<file path="src/rtl/xadc_multi_monitor.sv">
// Multi-channel XADC threshold monitor: sweeps N_CH aux channels over DRP, keeps per-channel results and sticky flags.
// Optional build macro XADC_AVG_EN: four back-to-back reads per channel, RESULT = truncated average.
module xadc_multi_monitor #(
  parameter int         N_CH        = 4,
  parameter logic [6:0] BASE_ADDR   = 7'h12,
  parameter int         DATA_W      = 12,
  parameter int         TIMEOUT_CYC = 255,
  parameter int         ADDR_W      = 6
) (
  input  logic              clk,
  input  logic              rst,
  input  logic [ADDR_W-1:0] bus_addr,
  input  logic              bus_we,
  input  logic [31:0]       bus_wdata,
  output logic [31:0]       bus_rdata,
  output logic              drp_den,
  output logic [6:0]        drp_daddr,
  output logic              drp_dwe,
  input  logic [15:0]       drp_do,
  input  logic              drp_drdy,
  input  logic              eos_in,
  output logic              irq
);

  localparam int CH_W  = (N_CH > 1) ? $clog2(N_CH) : 1;
  localparam int TMR_W = $clog2(TIMEOUT_CYC + 1);

  typedef enum logic [2:0] {S_IDLE, S_REQ, S_WAIT, S_CMP, S_DONE} state_t;

  state_t            state;
  logic [CH_W-1:0]   ch;
  logic [TMR_W-1:0]  timer;
  logic              cont;
  logic              busy;
  logic              done;
  logic              timeout;
  logic [N_CH-1:0]   flags;
  logic [DATA_W-1:0] thr    [N_CH];
  logic [DATA_W-1:0] result [N_CH];

`ifdef XADC_AVG_EN
  logic [DATA_W+1:0] acc;
  logic [1:0]        rd_cnt;
  logic [DATA_W+1:0] acc_sum;
`endif

  logic              ctrl_wr;
  logic              flags_wr;
  logic              start_req;
  logic              last_ch;
  logic [DATA_W-1:0] sample;
  logic              unused_bits;

  assign ctrl_wr     = bus_we && (bus_addr == ADDR_W'(0));
  assign flags_wr    = bus_we && (bus_addr == ADDR_W'(1));
  assign start_req   = ctrl_wr && bus_wdata[0];
  assign last_ch     = (ch == CH_W'(N_CH - 1));
  assign sample      = drp_do[15 -: DATA_W];
  assign drp_dwe     = 1'b0;
  assign unused_bits = ^{bus_wdata, drp_do};

`ifdef XADC_AVG_EN
  assign acc_sum = acc + {2'b00, sample};
`endif

  always_ff @(posedge clk or negedge rst) begin
    if (!rst) begin
      state     <= S_IDLE;
      ch        <= '0;
      timer     <= '0;
      cont      <= 1'b0;
      busy      <= 1'b0;
      done      <= 1'b0;
      timeout   <= 1'b0;
      flags     <= '0;
      drp_den   <= 1'b0;
      drp_daddr <= BASE_ADDR;
      irq       <= 1'b0;
      // NOTE: THR/RESULT are flop arrays, not RAM; software expects defined values straight out of reset.
      for (int k = 0; k < N_CH; k++) begin
        thr[k]    <= '1;
        result[k] <= '0;
      end
`ifdef XADC_AVG_EN
      acc    <= '0;
      rd_cnt <= '0;
`endif
    end else begin
      drp_den <= 1'b0;
      irq     <= 1'b0;

      // NOTE: bus clears come first; a later nonblocking set of the same bit in this block wins, so set beats W1C.
      if (ctrl_wr) begin
        cont <= bus_wdata[1];
        if (bus_wdata[3]) done    <= 1'b0;
        if (bus_wdata[4]) timeout <= 1'b0;
      end
      if (flags_wr) flags <= flags & ~bus_wdata[N_CH-1:0];
      for (int k = 0; k < N_CH; k++) begin
        if (bus_we && (bus_addr == ADDR_W'(2 + k))) thr[k] <= bus_wdata[DATA_W-1:0];
      end

      case (state)
        S_IDLE: begin
          if (start_req || (cont && eos_in)) begin
            ch    <= '0;
            busy  <= 1'b1;
            state <= S_REQ;
          end
        end

        S_REQ: begin
          drp_den   <= 1'b1;
          drp_daddr <= BASE_ADDR + 7'(ch);
          timer     <= '0;
          state     <= S_WAIT;
        end

        S_WAIT: begin
          if (drp_drdy) begin
`ifdef XADC_AVG_EN
            if (rd_cnt == 2'd3) begin
              result[ch] <= acc_sum[DATA_W+1:2];
              rd_cnt     <= '0;
              state      <= S_CMP;
            end else begin
              acc    <= (rd_cnt == 2'd0) ? {2'b00, sample} : acc_sum;
              rd_cnt <= rd_cnt + 2'd1;
              state  <= S_REQ;
            end
`else
            result[ch] <= sample;
            state      <= S_CMP;
`endif
          end else if (timer == TMR_W'(TIMEOUT_CYC - 1)) begin
            // Abandon the channel: no compare, result keeps its previous value.
            timeout <= 1'b1;
`ifdef XADC_AVG_EN
            rd_cnt  <= '0;
`endif
            if (last_ch) begin
              state <= S_DONE;
            end else begin
              ch    <= ch + 1'b1;
              state <= S_REQ;
            end
          end else begin
            timer <= timer + 1'b1;
          end
        end

        S_CMP: begin
          if (result[ch] >= thr[ch]) flags[ch] <= 1'b1;
          if (last_ch) begin
            state <= S_DONE;
          end else begin
            ch    <= ch + 1'b1;
            state <= S_REQ;
          end
        end

        S_DONE: begin
          done  <= 1'b1;
          busy  <= 1'b0;
          irq   <= |flags;
          state <= S_IDLE;
        end

        default: state <= S_IDLE;
      endcase
    end
  end

  always_comb begin
    bus_rdata = '0;
    if (bus_addr == ADDR_W'(0)) begin
      bus_rdata[4:0] = {timeout, done, busy, cont, 1'b0};
    end else if (bus_addr == ADDR_W'(1)) begin
      bus_rdata[N_CH-1:0] = flags;
    end
    for (int k = 0; k < N_CH; k++) begin
      if (bus_addr == ADDR_W'(2 + k))        bus_rdata[DATA_W-1:0] = thr[k];
      if (bus_addr == ADDR_W'(2 + N_CH + k)) bus_rdata[DATA_W-1:0] = result[k];
    end
  end

endmodule

</file>
<file path="config.mk">
export PLATFORM = sky130hd
export DESIGN_NAME = xadc_multi_monitor
export DESIGN_NICKNAME = d
export VERILOG_FILES = /design/src/rtl/xadc_multi_monitor.sv
export SDC_FILE = /design/constraint.sdc
export NUM_CORES = 1
export LEC_CHECK = 0
export BUFFER_PORTS_ARGS = -buffer_cell sky130_fd_sc_hd__buf_4
export CAP_MARGIN = 20
export CELL_PAD_IN_SITES_DETAIL_PLACEMENT = 1
export CELL_PAD_IN_SITES_GLOBAL_PLACEMENT = 1
export CORE_UTILIZATION = 50
export CTS_CLUSTER_DIAMETER = 120
export DETAILED_ROUTE_END_ITERATION = 8
export HOLD_SLACK_MARGIN = 0.08
export PLACE_DENSITY_LB_ADDON = 0.1
export SYNTH_ARGS = -nofsm -noshare
export SYNTH_HDL_FRONTEND = slang
export SYNTH_SLANG_ARGS = --single-unit
</file>
<file path="constraint.sdc">
create_clock -name clk -period 8.01 [get_ports clk]
set_input_delay 1.2015 -clock clk [delete_from_list [all_inputs] [get_ports clk]]
set_output_delay 1.2015 -clock clk [all_outputs]
set_load 0.05 [all_outputs]
</file>
# [Word level (Yosys, flattened, before mapping)]
# Index checks and enable logic that the tools add are counted.
[totals] ff_bits=126 input_bits=59 output_inout_bits=42 elab_cells=126
[op_classes] n_addsub=3 order_cmp=5 n_eq_ne=20 mux=50 n_bitwise=4 reduce_logical=25
[ops] cell="12-bit two-way mux" count=13
[ops] cell="12-bit binary-select mux with 2-bit select" count=2
[ops] cell="48-bit bitwise mux" count=1
[ops] cell="12-bit demux with 2-bit select" count=1
[ops] cell="6-bit by 3-bit == test with 1-bit output, second input constant" count=4
[ops] cell="4-bit two-way mux" count=5
[ops] cell="8-bit two-way mux" count=2
[ops] cell="8-bit case mux with 2 select lines" count=1
[ops] cell="1-bit two-way mux" count=13
[ops] cell="6-bit by 2-bit == test with 1-bit output, second input constant" count=2
[ops] cell="6-bit by 4-bit == test with 1-bit output, second input constant" count=2
[ops] cell="12-bit greater-or-equal comparator" count=1
[ops] cell="3-bit two-way mux" count=4
[ops] cell="3-bit case mux with 4 select lines" count=1
[ops] cell="1-bit logical AND" count=10
[ops] cell="8-bit by 1-bit adder with 8-bit output, second input constant" count=1
[ops] cell="8-bit == test, second input constant" count=1
[ops] cell="2-bit two-way mux" count=4
[ops] cell="2-bit inequality test, second input constant" count=4
[ops] cell="2-bit AND reduction" count=4
[ops] cell="2-bit nonzero test" count=4
[ops] cell="5-bit by 2-bit adder with 6-bit output, first input constant" count=1
[ops] cell="3-bit by 2-bit == test with 1-bit output, second input constant" count=2
[ops] cell="6-bit by 1-bit == test with 1-bit output, second input constant" count=1
[ops] cell="23 further kinds" count=23

# [Longest topological paths before layout]
# Gate-level depths: netlist (run 1).
[depth] word_depth=11 depth_mapped=10 ltp_nobuf=8

# [Worst setup path before layout (run 1)]
# Ideal clock, no wire load.
[synth_timing] kind="input to output" startpoint="in bus_addr[5]" endpoint="out bus_rdata[4]" arrival_ns=3.224 slack_ns=3.585 stages=7 n_path_buf=2 path_cell_list="buf_6 > or4_1 > nor2_1 > buf_2 > a22oi_1 > and3_1 > a31oi_1"
[synth_between] elab_chain_cells=10 elab_cells_between_ends=18
[synth_rtl] element="from (decl)" line_no="12" text="input logic [ADDR_W-1:0] bus_addr,"
[synth_rtl] element="6-bit zero test" line_no="176" text="if (bus_addr == ADDR_W'(0)) begin"
[synth_rtl] element="1-bit two-way mux" line_no="176"
[synth_rtl] element="12-bit two-way mux" line_no="182" text="if (bus_addr == ADDR_W'(2 + k)) bus_rdata[DATA_W-1:0] = thr[k];"
[synth_rtl] element="12-bit two-way mux" line_no="183" text="if (bus_addr == ADDR_W'(2 + N_CH + k)) bus_rdata[DATA_W-1:0] = result[k];"
[synth_rtl] element="12-bit two-way mux" line_no="182"
[synth_rtl] element="12-bit two-way mux" line_no="183"
[synth_rtl] element="12-bit two-way mux" line_no="182"
[synth_rtl] element="12-bit two-way mux" line_no="183"
[synth_rtl] element="12-bit two-way mux" line_no="182"
[synth_rtl] element="12-bit two-way mux *" line_no="183"
[synth_rtl] element="to (decl)" line_no="15" text="output logic [31:0] bus_rdata,"
# Every way passes the cells marked *; elsewhere a longest branch is shown, timed or not.

# [Final worst setup path (run 1)]
[layout_timing] startpoint="in bus_addr[0]" endpoint="out bus_rdata[9]"
[layout_between] elab_chain_cells=9 elab_cells_between_ends=16
[layout_rtl] element="6-bit by 2-bit == test with 1-bit output" line_no="182"
[layout_rtl] element="12-bit two-way mux" line_no="182"
[layout_rtl] element="12-bit two-way mux" line_no="183"
[layout_rtl] element="12-bit two-way mux" line_no="182"
[layout_rtl] element="12-bit two-way mux" line_no="183"
[layout_rtl] element="12-bit two-way mux" line_no="182"
[layout_rtl] element="12-bit two-way mux" line_no="183"
[layout_rtl] element="12-bit two-way mux" line_no="182"
[layout_rtl] element="12-bit two-way mux *" line_no="183"
# Marked as above.

==> results summary, run 1 <==
In the final layout, the share of cells above drive strength 1 is 42.5%. The count of input and output buffers came out at 51. The fmax is 203 MHz. For the pin with the worst max-slew slack, the measured transition is 1.14 ns. The maximum vdd drop came out at between 0.15 and 0.2 mV. The cts-stage hold buffer count came out at 0. By area the synthesized netlist is led by sky130_fd_sc_hd__dfrtp_1 (27%), sky130_fd_sc_hd__dfstp_2 (19%), sky130_fd_sc_hd__mux2_2 (15%), sky130_fd_sc_hd__mux4_2 (7.9%), sky130_fd_sc_hd__ha_1 (3.3%).

The combined area of all synthesized cells is 6840 um^2. The count of endpoints failing hold in the final timing report is 0. The iteration count of the initial detailed-routing pass came out at 5. The post-CTS setup buffer count came out at 0. The first global-routing pass estimated 31500 um of wire. On the final layout, the worst hold slack is 0.505 ns.

The post-route fraction of the period consumed by the critical path is slightly above 60%. In this run the worst hold path is classified as reg -> reg. The cell with the most instances after synthesis is sky130_fd_sc_hd__mux2_2. Once the floorplan was initialized, standard cells occupied 51.4% of the core. The final standard cell area without fillers came out at 7860 um^2. The warning count from the yosys run came out at 0. The endpoint arrival time on the critical path is 3.71 ns. Clock latency on the worst-skew pair, taken at its later pin, is 0.43 ns. The routed wire length is 19800 um. The pin count of the biggest net entering global routing is 65. Max-cap violations in this run came to 0.

The mean instance size in the synthesized netlist is between 10 and 15 um^2. The half-perimeter wire length after detailed placement came out at 12800 um. The count of flip-flops with a built-in enable after synthesis is 0. The number of unique standard cell types used by synthesis is 58. The overall die area came out at 14100 um^2. For this run, design rule violations remaining after detail routing come to 0. The worst setup path is of the in -> out kind. Synthesis inferred between 100 and 150 register bits. The clock net sink count is between 100 and 150. Setup violations remaining at the end of the flow were counted as 0.

The via count of the routed design is 5070. STA classifies the critical path endpoint as an output port. For this design the top-level I/O count stands at 101. The worst slew margin relative to its limit is 23.6%.

The run finished with clean final reports. The count of nets left with antenna violations after detail routing came out at 0. The setup total negative slack is 0 ns. The aggregate global routing overflow came out at 0.

Once routing completed, OpenROAD measured the worst setup slack at 3.10 ns. For the final database, setup skew stands at 0.00973 ns. The library cell occupying the most area in the post-synthesis netlist is sky130_fd_sc_hd__dfrtp_1. The core region area came out at 13300 um^2.

Timing analysis after detailed placement gives a worst setup slack of 3.17 ns. The count of non-filler cells in the finished layout came out at between 800 and 900. The sequential cell area fraction in the yosys report came out at 45.6%.

The post-synthesis instance total came out at between 500 and 600. The number of cell rows came out at 42. Measured along the x axis, the die boundary spans 119 um. The total power divided by cell area came out at 331 nW/um^2. The area share of the leading cell type in the synthesized netlist is 26.7%. The shortest period the worst path allows came out at slightly below 5 ns. The number of global-route vias before repair came out at 5359.

The routed length per instance is around 25 um. The final layout contains 690 nets. The clock-pin slew reported for the worst setup and hold paths after clock tree synthesis came out at around 0.050 ns. The post-cts repair resize count came out at 0. The number of filler instances in the final layout is 1368.

The category of the worst setup path launch point is an input port. Using the TritonRoute via totals, the vias-per-cell ratio works out to about 6.3. In the synthesized netlist the dominant register cell turns out to be sky130_fd_sc_hd__dfrtp_1. The number of buffers inserted during clock tree synthesis is 17. The area growth from synthesis to layout is 15.0%.

The global-route usage over all layers came out at around 30%. The critical-path maximum fanout came out at 15. TritonCTS built the clock tree. For this design the static power due to leakage is 3.43 nW. The congestion estimate from routability-driven global placement came to 0.834. No sink is reached through more buffers than the 2 on the longest clock path. The data required time of the worst path came out at between 6 and 7 ns. The H-tree level count came out at 4. The detailed router finished its first iteration with 285 violations. The initial antenna violation count is 0. The number of diodes is 0. The count of final max-slew check failures is 0.

The share of flip-flops with an asynchronous set or reset is 100%. Once placement completed, the tool counted placed cells totaling 770. In this run the cell area measured after placement is 7250 um^2. Setup repair after global routing left no endpoint under its margin. The die height came out at 119 um. The cell at the root of the clock tree is sky130_fd_sc_hd__clkbuf_16. After synthesis, the most frequently instantiated cells are sky130_fd_sc_hd__mux2_2 (90), sky130_fd_sc_hd__dfrtp_1 (73), sky130_fd_sc_hd__dfstp_2 (49).
[critical path, cell delays in order]
cell	delay (ns)
sky130_fd_sc_hd__buf_4	0.16
sky130_fd_sc_hd__nor4_1	0.88
sky130_fd_sc_hd__nand2_1	0.54
sky130_fd_sc_hd__o21ai_0	0.37
sky130_fd_sc_hd__a31oi_1	0.08
sky130_fd_sc_hd__a221o_1	0.27
sky130_fd_sc_hd__buf_4	0.19
[worst paths after layout]
check                      cells past startpoint                    end              start  slack, ns
max                                            7           bus_rdata[9]        bus_addr[0]       3.10
min                                            2       done$_DFFE_PN0P_   done$_DFFE_PN0P_       0.51
min in group asynchronous                      1  result[2]$_DFFE_PN0P_                rst       0.89
max reg2reg                                    8     flags[0]$_DFF_PN0_  ch[0]$_DFFE_PN0P_       4.67
min reg2reg                                    2       done$_DFFE_PN0P_   done$_DFFE_PN0P_       0.51
max in group asynchronous                      2      ch[0]$_DFFE_PN0P_                rst       5.78
[layout by cell type (no fill, tap or decap), drive strengths merged, types with 7 or more instances in the layout]
cell type,Yosys,final
mux2,101,101
o21ai,13,13
clkbuf,10,21
a31oi,7,7
nand2,48,48
ha,18,18
a22oi,17,17
conb,2,25
nand2b,10,10
a21oi,13,13
buf,41,57
dfrtp,73,73
and3,7,7
inv,17,18
mux4,24,24
o22ai,7,7
nor2,27,27
nand4,10,10
dfstp,49,49
[per-layer routing]
metal  share of wire, %  vias to the layer above  wire (um)  GRT usage, %
met2                 48                      223       9410          47.2
li1                   -                     2170          -             -
met1                 43                     2634       8450          40.7
met3                6.9                       43       1360          6.90
met4                2.8                        0        552          13.8
met5                  0                        -          0             0
[power breakdown]
group | switching (mW) | internal [mW] | leakage, nW
registers | 0.194 | 0.822 | 1.43
logic | 0.380 | 0.404 | 1.70
clock network | 0.284 | 0.520 | 0.288
[layout make-up]
type,instances,area [um^2],share of cell area (%)
multi-input cells,398,3430,43.6
flip-flops and latches,122,3120,39.6
clock buffers,21,440,5.60
repair buffers,57,428,5.44
well taps,176,220,2.80
clock inverters,11,170,2.16
inverters,17,63.8,0.811
[flip-flops by register name (all words and copies together) (netlist names)]
register   cells
result        48
thr           48
timer          8
flags          4
drp_daddr      3
state          3
ch             2
busy           1
cont           1
done           1
drp_den        1
irq            1
timeout        1
[per-stage QoR]
step,util [%],power [mW]
after floorplan,-,1.55
after global placement,54.6,1.74
after detailed placement,54.6,1.78
after CTS,59.1,2.62
after global routing,59.1,2.74
final,59.1,2.60
[cells by family after synthesis]
kind of cell	count (synthesis)	synth area share (%)
multiplexers	126	25.3
buffers and inverters	68	5.60
flip-flops	122	45.6
adder cells (fa/ha/maj)	18	3.29
AO/OA/AOI/OAI	94	9.85
AND/OR/NAND/NOR	130	9.66
XOR/XNOR	5	0.641
other	2	0.110
(Power assumes the default switching activity.)
==> inputs of run 2 (changes only) <==
--- a/config.mk
+++ b/config.mk
@@ -9,7 +9,7 @@
 export CAP_MARGIN = 20
 export CELL_PAD_IN_SITES_DETAIL_PLACEMENT = 1
 export CELL_PAD_IN_SITES_GLOBAL_PLACEMENT = 1
-export CORE_UTILIZATION = 50
+export CORE_UTILIZATION = 42
 export CTS_CLUSTER_DIAMETER = 120
 export DETAILED_ROUTE_END_ITERATION = 8
 export HOLD_SLACK_MARGIN = 0.08
==> constraint.sdc (replaced) <==
create_clock -name clk -period 4.1 [get_ports clk]
set_input_delay 0.615 -clock clk [delete_from_list [all_inputs] [get_ports clk]]
set_output_delay 0.615 -clock clk [all_outputs]
set_load 0.05 [all_outputs]
==> run 2 against run 1 <==
Against the previous run:
- power grew 97%
- setup slack lost 2.4 ns
- clock power grew 99%
- non-clock buffer count grew 11
- largest cell class unchanged
- highest routed layer unchanged
==> results summary, run 2 (synthesized netlist as in run 1, its figures left out) <==
The clock group share of total power is between 30 and 40%. STA puts the critical path data required time at 3.48 ns. Dividing the detail-routed via count by the number of cells gives just under 6.

Derived from the worst setup path, the maximum achievable clock frequency is 294 MHz. After detailed routing, the number of remaining DRC violations is 0. The classification of the worst-slack hold path is in -> async. The routed wire length came out at 20400 um. The overall die area is 16800 um^2.

For this run, the detailed router's first-pass iteration total came to 4. The post-cts repair resize count came out at 0. The tree is rooted in a sky130_fd_sc_hd__clkbuf_16. The number of cell rows is 46. The final design utilization is 50.6%. At the end of routability-driven placement, the weighted congestion stood at 0.781. The core region area came out at between 15000 and 20000 um^2. No sink is reached through more buffers than the 2 on the longest clock path. The number of max-cap violations came out at 0.

The TritonCTS clock tree is yes. The number of global-route vias before repair came to approximately 5300. The minimum setup slack after placement came out at 0.729 ns. The half-perimeter wire length after detailed placement came out at 13600 um. The count of endpoints failing hold in the final timing report came out at 0. Entering global routing, the biggest net connects 84 pins. The clock net sink count came out at 122. The width of the die is 130 um. The via count of the routed design is 5009. STA classifies the critical path endpoint as an output port. The count of input and output buffers came out at 51. The post-route fraction of the period consumed by the critical path came out at between 80 and 90%. The switching fraction of total power came out at 32.6%. The die is 130 um tall.

The number of failing setup endpoints in the final timing report is 0. The run finished with clean final reports. In this run the worst path has a maximum fanout of 15. The H-tree level count came out at 4. The post-synthesis to final-layout area growth came out at 17.5%. Between clock sinks in the finished design, the worst skew comes to 0.00652 ns. The shortest period the worst path allows came out at 3.40 ns.

The internal power of the cells is about 3.5 mW. The category of the worst setup path launch point is an input port. The number of filler instances in the final layout came out at 1716. The number of buffers inserted during clock tree synthesis is 17. The initial antenna violation count is 0. The first-pass GRT wire length is 31900 um. Global routing used between 20% and 30% of the available tracks across all layers.

The worst setup path is of the in -> out kind. The post-CTS setup buffer count is 0. The total overflow left after global routing is 0. The clock reaches the later pin of the worst-skew pair after around 0.42 ns. The number of diodes came out at 0.

The sequential group share of total power came out at about two fifths. Dividing the detail-routed wire length by the instance count gives 23.9 um. The total leakage power came out at 3.51 nW. The number of top-level pins came out at 101.

For this block, the initial DRC count from the detailed router was 276. In the layout the commonest cells are sky130_fd_sc_hd__mux2_2 (90), sky130_fd_sc_hd__dfrtp_1 (72), sky130_fd_sc_hd__buf_4 (67), sky130_fd_sc_hd__dfstp_2 (49), sky130_fd_sc_hd__nand2_1 (47). For this design the ratio of total power to cell area is 638 nW/um^2. The endpoint arrival time on the critical path is around 2.8 ns. The post-layout net count came out at 701. The clock-pin slew reported for the worst setup and hold paths after clock tree synthesis came out at 0.06 ns. Setup repair after global routing left no endpoint under its margin. The worst path meets setup with 0.704 ns of slack. The transition time at the pin with the least slew margin is 1.08 ns. The maximum vdd drop is about 0.33 mV.

The cts-stage hold buffer count is 0. The count of final max-slew check failures came out at 0. Overall power consumption after layout is estimated at 5.12 mW.

The largest registers in the layout are result x48, thr x48, timer x8. In this run the power spent charging and discharging nets is 1.67 mW. The starting density of the core is 43.0%.

The combinational share of power is 30.2%. The setup total negative slack came out at 0 ns. The share of cells above drive strength 1 came out at 44.0%. Leaving out fill and tap cells, the most frequent cell in the layout is sky130_fd_sc_hd__mux2_2. The count of nets left with antenna violations after detail routing came out at 0.

Headroom to the max-slew limit came out at between 20 and 30%.
run 2: layout make-up:
type	instances	area [um^2]	area share [%]
Clock buffer	20	457	5.69
Sequential cell	122	3120	38.8
Timing Repair Buffer	68	531	6.60
Inverter	17	63.8	0.794
Clock inverter	12	170	2.12
Multi-Input combinational cell	398	3430	42.6
Tap cell	216	270	3.36
run 2: power by group through the flow:
stage	Combinational (mW)	Clock (mW)	Sequential, mW
final	1.55	1.60	1.97
after global routing	1.71	1.68	2.02
after CTS	1.56	1.63	1.97
after global placement	1.48	0	1.95
after floorplan	1.18	0	1.85
after detailed placement	1.54	0	1.98
run 2: critical path, stage by stage:
cell and delay (ns):
sky130_fd_sc_hd__buf_4 0.16, sky130_fd_sc_hd__or4b_4 0.57, sky130_fd_sc_hd__nor3_4 0.61, sky130_fd_sc_hd__buf_4 0.23, sky130_fd_sc_hd__nand2_1 0.05, sky130_fd_sc_hd__a31oi_1 0.16, sky130_fd_sc_hd__a221o_1 0.16, sky130_fd_sc_hd__buf_4 0.20
run 2: worst paths after layout:
path                                   start                endpoint  slack, ns  cells past startpoint
min in group clk                    drp_drdy       timeout$_DFF_PN0_       0.43                      2
min                                      rst  result[14]$_DFFE_PN0P_       0.19                      1
min reg2reg                 done$_DFFE_PN0P_        done$_DFFE_PN0P_       0.49                      2
max in group asynchronous                rst      thr[0]$_DFFE_PN1P_       3.14                      2
max                              bus_addr[0]            bus_rdata[7]       0.70                      8
max reg2reg                ch[0]$_DFFE_PN0P_      flags[2]$_DFF_PN0_       0.83                      8
run 2: metrics by stage:
step	hold slack, ns	cell area [um^2]	cells
finish	0.186	8030	853
global route	0.201	8030	853
CTS	0.411	8010	852
detailed placement	0.492	7380	820
global placement	0.484	7380	820
floorplan	0.319	6920	588
run 2: metal layers:
layer	global-route usage, %	part of all wire, %	vias to the layer above
li1	-	-	2193
met1	35.4	45	2606
met2	41.4	47	173
met3	5.78	5.5	37
met4	10.6	2.5	0
met5	0	0	-
